## src/rtl/arq_tx_ctrl.sv

```systemverilog
// Stop-and-wait ARQ transmit controller: pops one word per frame, sends it,
// and resends on NACK or response timeout until acknowledged or retries run out.
module arq_tx_ctrl #(
  parameter int DATA_WIDTH = 4,
  parameter int MAX_RETRY  = 3,
  parameter int TIMEOUT    = 8
) (
  input  logic                  clk,
  input  logic                  rst,
  input  logic                  i_enable,
  input  logic                  i_fifo_empty,
  output logic                  o_fifo_rd_en,
  input  logic [DATA_WIDTH-1:0] i_fifo_rd_data,
  output logic                  o_tx_valid,
  input  logic                  i_tx_ready,
  output logic [DATA_WIDTH-1:0] o_tx_data,
  input  logic                  i_rx_ack,
  input  logic                  i_rx_nack,
  output logic                  o_busy,
  output logic                  o_frame_ok,
  output logic                  o_frame_drop,
  output logic [1:0]            o_retry_cnt,
  output logic [7:0]            o_ok_cnt
);

  localparam int TIMER_W = (TIMEOUT > 1) ? $clog2(TIMEOUT) : 1;

  typedef enum logic [2:0] {
    IDLE,
    FETCH,
    LOAD,
    SEND,
    WAIT_RSP,
    DROP
  } state_t;

  state_t                r_state;
  state_t                w_state_next;
  logic [DATA_WIDTH-1:0] r_hold;
  logic [TIMER_W-1:0]    r_timer;
  logic [1:0]            r_retry_cnt;
  logic [7:0]            r_ok_cnt;
  logic                  r_frame_ok;
  logic                  w_ack_ok;
  logic                  w_fail;
  logic                  w_retry_left;

  always_ff @(posedge clk or posedge rst) begin
    if (rst) begin
      r_state <= IDLE;
    end else begin
      r_state <= w_state_next;
    end
  end

  always_comb begin
    w_state_next = r_state;
    w_ack_ok     = 1'b0;
    w_fail       = 1'b0;
    w_retry_left = (r_retry_cnt < 2'(MAX_RETRY));
    o_fifo_rd_en = 1'b0;
    o_tx_valid   = 1'b0;
    o_busy       = 1'b1;
    o_frame_drop = 1'b0;
    case (r_state)
      IDLE: begin
        o_busy = 1'b0;
        if (i_enable && !i_fifo_empty) begin
          w_state_next = FETCH;
        end
      end
      FETCH: begin
        o_fifo_rd_en = 1'b1;
        w_state_next = LOAD;
      end
      LOAD: begin
        w_state_next = SEND;
      end
      SEND: begin
        o_tx_valid = 1'b1;
        if (i_tx_ready) begin
          w_state_next = WAIT_RSP;
        end
      end
      WAIT_RSP: begin
        // NACK takes priority over a coincident ACK
        if (i_rx_nack || (r_timer == TIMER_W'(TIMEOUT - 1))) begin
          w_fail       = 1'b1;
          w_state_next = w_retry_left ? SEND : DROP;
        end else if (i_rx_ack) begin
          w_ack_ok     = 1'b1;
          w_state_next = IDLE;
        end
      end
      DROP: begin
        o_frame_drop = 1'b1;
        w_state_next = IDLE;
      end
      default: begin
        w_state_next = IDLE;
      end
    endcase
  end

  always_ff @(posedge clk or posedge rst) begin
    if (rst) begin
      r_hold      <= '0;
      r_timer     <= '0;
      r_retry_cnt <= '0;
      r_ok_cnt    <= '0;
      r_frame_ok  <= 1'b0;
    end else begin
      r_frame_ok <= w_ack_ok;
      if (r_state == LOAD) begin
        r_hold      <= i_fifo_rd_data;
        r_retry_cnt <= '0;
      end
      // Timer is held at zero for the whole SEND so back-pressure never eats response time
      if (r_state == SEND) begin
        r_timer <= '0;
      end else if (r_state == WAIT_RSP) begin
        r_timer <= r_timer + 1'b1;
      end
      if (w_fail && w_retry_left) begin
        r_retry_cnt <= r_retry_cnt + 2'd1;
      end
      if (w_ack_ok) begin
        r_ok_cnt <= r_ok_cnt + 8'd1;
      end
    end
  end

  assign o_tx_data   = r_hold;
  assign o_retry_cnt = r_retry_cnt;
  assign o_ok_cnt    = r_ok_cnt;
  assign o_frame_ok  = r_frame_ok;

endmodule

```

## config.mk

```make
export PLATFORM = sky130hd
export DESIGN_NAME = arq_tx_ctrl
export DESIGN_NICKNAME = d
export VERILOG_FILES = /design/src/rtl/arq_tx_ctrl.sv
export SDC_FILE = /design/constraint.sdc
export NUM_CORES = 1
export LEC_CHECK = 0
export ABC_CLOCK_PERIOD_IN_PS = 3700
export CAP_MARGIN = 20
export CORE_MARGIN = 2
export CORE_UTILIZATION = 49
export CTS_CLUSTER_DIAMETER = 50
export CTS_CLUSTER_SIZE = 16
export DETAILED_ROUTE_END_ITERATION = 8
export GPL_ROUTABILITY_DRIVEN = 0
export PLACE_DENSITY = 0.85
export SLEW_MARGIN = 20
export SYNTH_ARGS = -nofsm -noshare
export SYNTH_HDL_FRONTEND = slang
export SYNTH_SLANG_ARGS = --single-unit
```

## constraint.sdc

```tcl
create_clock -name clk -period 3.7 [get_ports clk]
set_clock_uncertainty 0.2 [all_clocks]
set_input_delay 0.74 -clock clk [delete_from_list [all_inputs] [get_ports clk]]
set_output_delay 0.74 -clock clk [all_outputs]
set_load 0.05 [all_outputs]
```

Word level (Yosys, flattened, before mapping):

Index checks and enable logic that the tools add are counted.

* register bits after elaboration: 21
* bits in latches: 0
* memory bits (writable): 0
* bits in read-only memories: 0
* input port bits: 11
* output and inout port bits: 19
* memories: 0

* $add $sub $neg: 3
* $mul: 0
* div/mod/pow operators: 0
* magnitude comparators: 1
* eq/ne operators: 9
* shift-type cells: 0
* muxes and demuxes: 19
* bitwise logic cells: 0
* reductions and logical operators: 8

Operator list (number)
* $mux 3: 7
* $pmux 3 s5: 1
* $eq 3x3->1 const B: 3
* $mux 1: 9
* $add 8x1->8 const B: 1
* $eq 3x2->1 const B: 2
* $mux 2: 2
* $ne 2x2->1 const B: 2
* $reduce_bool 2->1: 2
* $add 3x1->3 const B: 1
* $eq 3x1->1 const B: 1
* $logic_not 3->1: 1
* $ne 3x3->1 const B: 1
* $reduce_and 3->1: 1
* $add 2x1->2 const B: 1
* $logic_and 1x1->1: 2
* $lt 2x2->1 const B: 1
* $logic_not 1->1: 1
* $logic_or 1x1->1: 1

Longest topological paths before layout:

* depth in word-level cells: 6
* gate-level depth with buffers: 5

Least setup slack after synthesis:

OpenSTA, ideal clock, no wires.

* path type: register to output
* start point: register r_state[0]
* end point: output port o_fifo_rd_en
* arrival time: 1810 ps
* required time: 2760 ps
* slack: 950 ps
* cell stages (with the launch flop): 3
* path through: dfrtp_1 > clkbuf_1 > nor3b_1

* word-level cells in the longest chain between the ends: 2

Ends and longest elaborated chain
* start, declared: line 37 `state_t r_state;`
* start signal, assigned: line 52 `r_state <= w_state_next;`
* $eq 3x1->1: line 65 `case (r_state)`
* $mux 1: line 65
* end, declared: line 12 `output logic o_fifo_rd_en,`

Every way passes these cells.

Final worst setup path:

* start point: register r_state[2]
* end point: output port o_busy

* word-level cells in the longest chain between the ends: 2

Ends and longest elaborated chain
* $logic_not 3->1: line 65
* $mux 1: line 65
* end, declared: line 19 `output logic o_busy,`

Every way passes these cells.

==> reports/results.ini <==
[clock_tree]
worstSkewPairLatency_ns=0.30
cts_hold_buf=0
cts.sinks=21
clock_path_buffers=2
cts-root-buf=clkbuf_4
cts_buffers=3
path_clk_slew_ns=0.12
cts_resized=0
postCtsSetupRepairBufs=0
htreeDepth=1
cts_tree=built

[min_path]
holdPathStages=1
worstHoldStart=o_ok_cnt[7]
min_to=o_ok_cnt[7]
hold_class=register to register

[critical_path]
r2r_start=r_timer[0]
critPathSlowestCell=clkdlybuf4s50_1
crit_buf_inv=1
cp_max_fo=15
r2r-end=o_ok_cnt[1]
ff2ff_path_depth=5
required_ns=2.76
reg2reg_slack_ns=1.39
critPathTopFamily=buffers and inverters
worstPathCellList=or3_1, clkdlybuf4s50_1
crit_type=register to primary output
end_kind=primary output
worstSetupPathDepth=2
cp-start-kind=register
arrival_ns=2.03
max_stage_delay_ns=0.71

[floorplanning]
rows=16
initial_utilization_pct=52.2
num_io_pins=30
die_w_um=49.7
coreArea_um2=1960
die_h_um=49.7
die_area_um2=2470

[global_route]
grt_pass1_vias=853
grt_max_degree=22
overflow=0
grt_usage_pct=19.9
grt_pass1_wl_um=3810
antenna_found_initial=0

[finish]
multi_input_comb_area_um2=484
fin_util_pct=69.5
final_cell_area_um2=1360
regArea_um2=526
final_cell_mix=clkdlybuf4s50_1 (29), dfrtp_1 (21), nor2_1 (9)
diodes=0
layout.cells.non_filler=145
fill_cells=177
drive_above_1_share_pct=10.2
syn2layout_area_growth_pct=33.1
nets=134
layout_commonest_cell=clkdlybuf4s50_1

[drt]
routed_wl_um=2190
drtIter0Drc=4
viasPerCell=5.47
vias=793
drc=0
dr.pass1.iters=4
wl_per_cell_um=15.1
ant_nets=0

[sta]
period_needed_ns=2.97
hold_viol=0
fin_setup_tns_ns=0
slew_headroom_pct=47.6
fmax_mhz=337
period_share_pct=80.2
rsz0062_at_grt=no
final_max_slew_viol_count=0
setup_viol=0
tightest_slew_ns=0.785

[placed_design]
portBuffers=29
place_area_um2=1340
post-place-cells=141
hpwl_um=1680

[synth]
synth_fp_nets=103
ys_seq_area_share_pct=51.3
ys_types=32
yosysWarnings=0
postSynthAreaPerCell_um2=11.6
ys_ff_latch=21
synth_area_um2=1020
netlist_instances=88

[outcome]
status=finished, final reports clean

[power]
cellPowerDensity_nw_per_um2=723
leakagePower_nw=0.608
ir_drop_mv=0.476

[job]
cap_violations=0

[per-layer routing]
metal | vias up | global-route usage (%) | wire, um
met3 | 2 | 3.33 | 63
met1 | 394 | 24.9 | 927
met2 | 18 | 34.7 | 1180
li1 | 379 | - | -
met5 | - | 0 | 0
met4 | 0 | 6.94 | 14
[state kept, by name, summed over array words and instances, names as in the netlist]
register,flops
o_ok_cnt,8
o_tx_data,4
r_state,3
r_timer,3
o_retry_cnt,2
o_frame_ok,1
[cell usage after synthesis (all sizes together)]
master  number  area, um2
nor4bb       1       10.0
dfrtp       21        526
and2         2       12.5
nor3b        5       42.5
or3          1       6.26
o32ai        1       8.76
a21oi        3       15.0
nand4        3       18.8
xnor2        4       35.0
nor2         9       33.8
a21o         1       7.51
and3b        1       8.76
nand3        2       10.0
clkbuf       3       11.3
and4         2       17.5
xor2         3       26.3
nor3         2       21.3
ha           4       50.1
and3         2       12.5
or3b         1       11.3
mux2i        1       10.0
and4bb       1       12.5
nand2        2       7.51
o22ai        3       18.8
nor2b        1       6.26
inv          1       3.75
nand2b       1       6.26
a21boi       1       7.51
mux2         6       67.6
[kinds of logic after synthesis]
| family | Yosys count | share of synthesized area (%) |
|---|---|---|
| simple gates | 36 | 23.2 |
| xor+xnor | 7 | 5.98 |
| mux | 7 | 7.57 |
| compound gates | 9 | 5.62 |
| buf+inv | 4 | 1.46 |
| fa+ha+maj | 4 | 4.88 |
| flops | 21 | 51.3 |
[metrics by stage]
stage	setup WS [ns]	total power [W]	hold WS [ns]
5_1_grt	0.670	0.00105	0.293
3_3_place_gp	1.14	0.000865	0.259
2_1_floorplan	0.950	0.000721	0.325
3_5_place_dp	1.06	0.000884	0.267
4_1_cts	0.748	0.000993	0.282
6_report	0.732	0.000987	0.275
[power breakdown]
group	internal [W]	total [W]	leakage, nW	switching, W
Combinational	0.000203	0.000506	0.316	0.000303
Clock	0.0000420	0.000109	0.0150	0.0000669
Sequential	0.000288	0.000372	0.277	0.0000834
Total	0.000533	0.000987	0.608	0.000454
[layout make-up]
class	count	share of cell area (%)
Clock buffer	4	1.93
Inverter	1	0.275
Multi-Input combinational cell	63	35.5
Sequential cell	21	38.5
Tap cell	27	2.48
Timing Repair Buffer	29	21.3
[how the worst max path moves through the flow]
stage          startpoint           end  slack, ns
2_1_floorplan  r_state[0]  o_fifo_rd_en       0.95
3_3_place_gp     i_rx_ack   o_ok_cnt[1]       1.14
3_5_place_dp     i_rx_ack   o_ok_cnt[1]       1.06
4_1_cts        r_state[2]        o_busy       0.75
5_1_grt        r_state[2]        o_busy       0.67
6_report       r_state[2]        o_busy       0.73
No activity file was read; power rests on OpenSTA's default activity.
